### config.mk
export PLATFORM = sky130hd
export DESIGN_NAME = dmem_arbiter
export DESIGN_NICKNAME = d
export VERILOG_FILES = /design/src/rtl/dmem_arb_pkg.sv /design/src/rtl/rr_arb2.sv /design/src/rtl/dmem_arbiter.sv
export SDC_FILE = /design/constraint.sdc
export NUM_CORES = 1
export LEC_CHECK = 0
export BUFFER_PORTS_ARGS = -buffer_cell sky130_fd_sc_hd__clkbuf_2
export CORE_AREA = 2 2 105 86
export DETAILED_ROUTE_END_ITERATION = 12
export DIE_AREA = 0 0 107 88
export PLACE_DENSITY_LB_ADDON = 0.1
export SYNTH_ARGS = -nofsm -noshare
export SYNTH_HDL_FRONTEND = slang
export SYNTH_SLANG_ARGS = --single-unit
### constraint.sdc
create_clock -name clk -period 3.92 [get_ports clk]
set_input_delay 0.392 -clock clk [delete_from_list [all_inputs] [get_ports clk]]
set_output_delay 0.392 -clock clk [all_outputs]
set_load 0.01 [all_outputs]
### src/rtl/dmem_arb_pkg.sv
// Shared constants, lock-state encoding and range helper for the
// data-memory arbiter slice.
package dmem_arb_pkg;

    localparam int ADDR_W_DEF = 10;
    localparam int DATA_W_DEF = 32;
    localparam int DEPTH_DEF  = 1024;

    localparam logic PORT0 = 1'b0;
    localparam logic PORT1 = 1'b1;

    typedef enum logic [1:0] {
        IDLE = 2'd0,
        OWN0 = 2'd1,
        OWN1 = 2'd2
    } lock_state_t;

    function automatic logic in_range(
        input logic [31:0] a,
        input logic [31:0] depth
    );
        return a < depth;
    endfunction

endpackage

### src/rtl/rr_arb2.sv
// Two-way round-robin picker.
// Ports: req[1:0], prio in; gnt[1:0] one-hot out, nxt_prio = loser index.
module rr_arb2
    import dmem_arb_pkg::*;
(
    input  logic [1:0] req,
    input  logic       prio,
    output logic [1:0] gnt,
    output logic       nxt_prio
);

    always_comb begin
        gnt = 2'b00;
        unique case (1'b1)
            req == 2'b11: gnt = prio ? 2'b10 : 2'b01;
            req == 2'b01: gnt = 2'b01;
            req == 2'b10: gnt = 2'b10;
            default:      gnt = 2'b00;
        endcase
    end

    // The loser of this cycle gets priority next time.
    always_comb begin
        nxt_prio = prio;
        if (gnt[0])
            nxt_prio = PORT1;
        else if (gnt[1])
            nxt_prio = PORT0;
    end

endmodule

### src/rtl/dmem_arbiter.sv
// Round-robin arbiter sharing one data memory between two requesters.
// Ports: clk, rst (async high); req/we/addr/wdata per port in; gnt,
// rvalid, rdata, err per port out; mem_a/mem_we/mem_wd out, mem_rd in.
// Optional DMEM_ARB_LOCK_EN adds lock0/lock1 and an ownership FSM.
module dmem_arbiter
    import dmem_arb_pkg::*;
#(
    parameter int ADDR_W = ADDR_W_DEF,
    parameter int DATA_W = DATA_W_DEF,
    parameter int DEPTH  = DEPTH_DEF
) (
    input  logic              clk,
    input  logic              rst,
    input  logic              req0,
    input  logic              req1,
    input  logic              we0,
    input  logic              we1,
    input  logic [ADDR_W-1:0] addr0,
    input  logic [ADDR_W-1:0] addr1,
    input  logic [DATA_W-1:0] wdata0,
    input  logic [DATA_W-1:0] wdata1,
`ifdef DMEM_ARB_LOCK_EN
    input  logic              lock0,
    input  logic              lock1,
`endif
    output logic              gnt0,
    output logic              gnt1,
    output logic              rvalid0,
    output logic              rvalid1,
    output logic [DATA_W-1:0] rdata0,
    output logic [DATA_W-1:0] rdata1,
    output logic              err0,
    output logic              err1,
    output logic [ADDR_W-1:0] mem_a,
    output logic              mem_we,
    output logic [DATA_W-1:0] mem_wd,
    input  logic [DATA_W-1:0] mem_rd
);

    logic              prio;
    logic              nxt_prio;
    logic [1:0]        req_v;
    logic [1:0]        gnt_v;
    logic              any_g;
    logic              sel_we;
    logic [ADDR_W-1:0] sel_addr;
    logic [DATA_W-1:0] sel_wd;
    logic              in_rng;
    logic              rd0;
    logic              rd1;

`ifdef DMEM_ARB_LOCK_EN
    lock_state_t state;
    lock_state_t nxt_state;
    logic        prio_upd;
    logic        prio_val;

    // The owner's partner is masked off while a lock is held.
    always_comb begin
        req_v = {req1, req0};
        unique case (state)
            OWN0:    req_v[1] = 1'b0;
            OWN1:    req_v[0] = 1'b0;
            default: req_v    = {req1, req0};
        endcase
    end
`else
    assign req_v = {req1, req0};
`endif

    rr_arb2 u_rr (
        .req      (req_v),
        .prio     (prio),
        .gnt      (gnt_v),
        .nxt_prio (nxt_prio)
    );

    // Grants are suppressed during reset so nothing commits then.
    assign gnt0  = gnt_v[0] & ~rst;
    assign gnt1  = gnt_v[1] & ~rst;
    assign any_g = gnt0 | gnt1;

    assign sel_we   = gnt1 ? we1    : we0;
    assign sel_addr = gnt1 ? addr1  : addr0;
    assign sel_wd   = gnt1 ? wdata1 : wdata0;
    assign in_rng   = in_range(32'(sel_addr), 32'(DEPTH));

    assign mem_a  = any_g ? sel_addr : '0;
    assign mem_wd = any_g ? sel_wd   : '0;
    assign mem_we = any_g & sel_we & in_rng;

    assign rd0 = gnt0 & ~we0 & in_rng;
    assign rd1 = gnt1 & ~we1 & in_rng;

`ifdef DMEM_ARB_LOCK_EN
    always_comb begin
        nxt_state = state;
        prio_upd  = 1'b0;
        prio_val  = nxt_prio;
        unique case (state)
            IDLE: begin
                if (gnt0 & lock0)
                    nxt_state = OWN0;
                else if (gnt1 & lock1)
                    nxt_state = OWN1;
                else if (any_g)
                    prio_upd = 1'b1;
            end
            OWN0: begin
                if ((gnt0 | ~req0) & ~lock0) begin
                    nxt_state = IDLE;
                    prio_upd  = 1'b1;
                    prio_val  = PORT1;
                end
            end
            OWN1: begin
                if ((gnt1 | ~req1) & ~lock1) begin
                    nxt_state = IDLE;
                    prio_upd  = 1'b1;
                    prio_val  = PORT0;
                end
            end
            default: nxt_state = IDLE;
        endcase
    end

    always_ff @(posedge clk or posedge rst) begin
        if (rst) begin
            state <= IDLE;
            prio  <= PORT0;
        end else begin
            state <= nxt_state;
            if (prio_upd)
                prio <= prio_val;
        end
    end
`else
    always_ff @(posedge clk or posedge rst) begin
        if (rst)
            prio <= PORT0;
        else if (any_g)
            prio <= nxt_prio;
    end
`endif

    always_ff @(posedge clk or posedge rst) begin
        if (rst) begin
            rvalid0 <= 1'b0;
            rvalid1 <= 1'b0;
            err0    <= 1'b0;
            err1    <= 1'b0;
            rdata0  <= '0;
            rdata1  <= '0;
        end else begin
            rvalid0 <= rd0;
            rvalid1 <= rd1;
            err0    <= gnt0 & ~in_rng;
            err1    <= gnt1 & ~in_rng;
            if (rd0)
                rdata0 <= mem_rd;
            if (rd1)
                rdata1 <= mem_rd;
        end
    end

endmodule
==> results.py <==
metrics = {
    "floorplan": {
        "die_width_um": 107,
        "die_h_um": 88,
        "dieArea_um2": 9420,
        "coreArea_um2": 8370,
        "start_util_pct": 40.0,
        "pin_count": 235,
        "row_count": 30,
    },
    "worst_setup_path": {
        "r2r_cells": 4,
        "cp_max_fo": 44,
        "cp-endpoint": "mem_a[6]",
        "timing.rr.end": "rdata1[20]$_DFFE_PP0P_",
        "cp-startpoint": "prio$_DFFE_PP0P_",
        "cp_num_buf_inv": 3,
        "arrival_ps": 2700,
        "crit_path_top_delay_cell": "and2_1",
        "crit_path_start_kind": "register",
        "end_kind": "output pin",
        "cp_top_family": "simple AND/OR/NAND/NOR gates",
        "cpMostUsedCell": "buf_4",
        "crit_required_ps": 3530,
        "worstPathCellList": "nand2b_1 > buf_4 > and2_1 > buf_4 > a211oi_1 > clkbuf_2",
        "cp.depth": 6,
        "slowest_delay_ps": 800,
        "r2r_setup_slack_ps": 1860,
        "rr_startpoint": "prio$_DFFE_PP0P_",
        "path_class": "register to output pin",
    },
    "final_layout": {
        "n_fill_cell": 746,
        "n_antenna_cell": 0,
        "area_delta_synth_final_pct": 41.4,
        "drive_gt1_share_pct": 48.8,
        "fin_nets": 647,
    },
    "synth": {
        "synth_top_cell_area_share_pct": 50.1,
        "synth_top_family_by_area": "multiplexers",
        "synthDistinctLibCells": 19,
        "netlist_instances": 305,
        "synth_xor_area_share_pct": 0,
        "synth_area_um2": 3350,
        "yosys-mux-area-fraction_pct": 21.5,
        "synth_seq_cells": 67,
        "synthAdderAreaFrac_pct": 0,
        "ys_warn_count": 0,
        "synth-simple-area-share_pct": 6.50,
        "yosys-top-cells-area": "dfrtp_1 50%, mux2_1 22%, a211oi_1 9.4%",
        "syn-mean-instance-area_um2": 11.0,
        "yosysSeqAreaShare_pct": 50.1,
        "synth_compound_area_share_pct": 16.9,
        "synth_top_area_cell": "dfrtp_1",
    },
    "pwr": {
        "leakage_nw": 2.43,
        "power_mw": 2.11,
        "ir_drop_mv": 0.310,
        "powerDensity_nw_per_um2": 445,
    },
    "clocking": {
        "ctsHoldBuffers": 0,
        "post_cts_buffers": 0,
        "clock_latency_ps": 320,
        "cts_buffers": 9,
        "clkTransAtPathRegs_ps": 70,
        "htree_levels": 3,
        "cts_tree": "built",
        "cts.repair.resized": 0,
        "cts_root_buf": "clkbuf_8",
        "clockBufferDepth": 2,
        "cts_sinks": 67,
    },
    "timing": {
        "setup_viol": 0,
        "maxSlewHeadroom_pct": 39.1,
        "fin_crit_sh_pct": 78.8,
        "finalClockSkew_ps": 6.04,
        "slew_violations": 0,
        "worstMarginPinSlew_ps": 913,
        "rsz0062_at_grt": "no",
        "clock.fmax_ghz": 0.324,
        "fin_crit_ps": 3090,
        "fin_setup_tns_ps": 0,
        "hold_violations": 0,
    },
    "drt": {
        "drtAntennaViolNets": 0,
        "vias": 3221,
        "drt-total-wl_mm": 9.42,
        "route.detailed.drc": 0,
        "first_pass_iters": 4,
        "post_drt_via_cell_ratio": 5.02,
        "wl_per_cell_um": 14.7,
        "drt_iter0_drc": 119,
    },
    "placed_design": {
        "port_buffers": 232,
        "gp_congestion": 0.756,
        "hpwlAfterDp_mm": 7.00,
    },
    "min_path": {
        "hold_path.class": "primary input to register",
        "hold_start": "mem_rd[22]",
    },
    "grt": {
        "grt_pass1_vias": 2884,
        "grt_pass1_wl_mm": 14.1,
        "grt_max_degree": 68,
        "antenna_found_initial": 0,
        "globalRouteOverflowTotal": 0,
        "grt.total_usage_pct": 18.9,
    },
    "status": {
        "status": "finished, final reports clean",
    },
    "job": {
        "max_cap_violations": 0,
    },
}
## area by class of cell
type                       count  area, um2  area share [%]
timing repair buffer         240       1220            25.8
inverter                       1       3.75          0.0793
tap                          112        140            2.96
multi-input combinational    206       1520            32.0
clock buffer                  13        169            3.57
sequential                    67       1680            35.4
clock inverter                 2       10.0           0.211
## worst reg2reg max path, stage by stage (launching register included)
cell	delay [ps]
dfrtp_1	470
nor2b_1	130
nor3_4	520
buf_4	440
mux2_1	380
## state kept, by name (all words and copies together) (netlist names)
register  cells
prio          1
rdata1       32
rdata0       32
rvalid0       1
rvalid1       1
## routing by layer
layer  global-route usage [%]  share of wire (%)
met1                     24.6                 44
met2                     30.3                 47
met4                     5.43                1.5
met3                     6.77                8.3
met5                        0                  0
## report_power, final
part,leakage (nW),switching (mW),total [mW],internal (mW)
registers,0.799,0.0820,0.943,0.861
clock network,0.0953,0.233,0.509,0.276
logic,1.53,0.355,0.658,0.303
total,2.43,0.670,2.11,1.44
## stage by stage
step	cell area, um2	utilization, %	setup WS (ps)	std cells	hold WS [ps]
global route	4740	56.6	618	641	276
floorplan	3350	-	501	306	527
finish	4740	56.6	831	641	297
detailed placement	4560	54.4	1150	626	474
CTS	4740	56.6	816	641	278
global placement	4560	54.4	1200	626	467
## how the worst min path moves through the flow
stage          slack (ps)                     end  cells past startpoint
2_1_floorplan         530   rdata1[0]$_DFFE_PP0P_                      1
3_3_place_gp          470  rdata0[11]$_DFFE_PP0P_                      1
3_5_place_dp          470  rdata1[29]$_DFFE_PP0P_                      1
4_1_cts               280   rdata1[6]$_DFFE_PP0P_                      2
5_1_grt               280  rdata0[17]$_DFFE_PP0P_                      2
6_report              300  rdata1[22]$_DFFE_PP0P_                      2
## cells in the mapped netlist (all sizes together)
cell / n
a21oi: 44
buf: 14
nand2: 1
nor2b: 1
o21ai: 2
and2: 1
dfrtp: 67
a211oi: 43
clkbuf: 18
nand2b: 3
inv: 1
mux2: 64
nor2: 43
conb: 1
nor3: 2
## cell families after synthesis
family	Yosys count
AND/OR/NAND/NOR	51
flip-flops	67
other	1
AO/OA/AOI/OAI	89
buffers and inverters	33
multiplexers	64
## placed cells by master (no fill, tap or decap)
cell	n
dfrtp_1	67
nor3_4	1
conb_1	2
inv_2	1
a211oi_1	42
a21oi_1	44
mux2_1	64
clkbuf_8	12
nor2b_1	1
buf_4	8
a211oi_4	1
clkinv_2	2
clkbuf_1	1
o21ai_1	1
clkbuf_2	232
nor2_1	43
nand2b_1	3
nand2_1	1
o21ai_2	1
and2_1	1
nor3_1	1
Power figures use the tool's default switching activity.
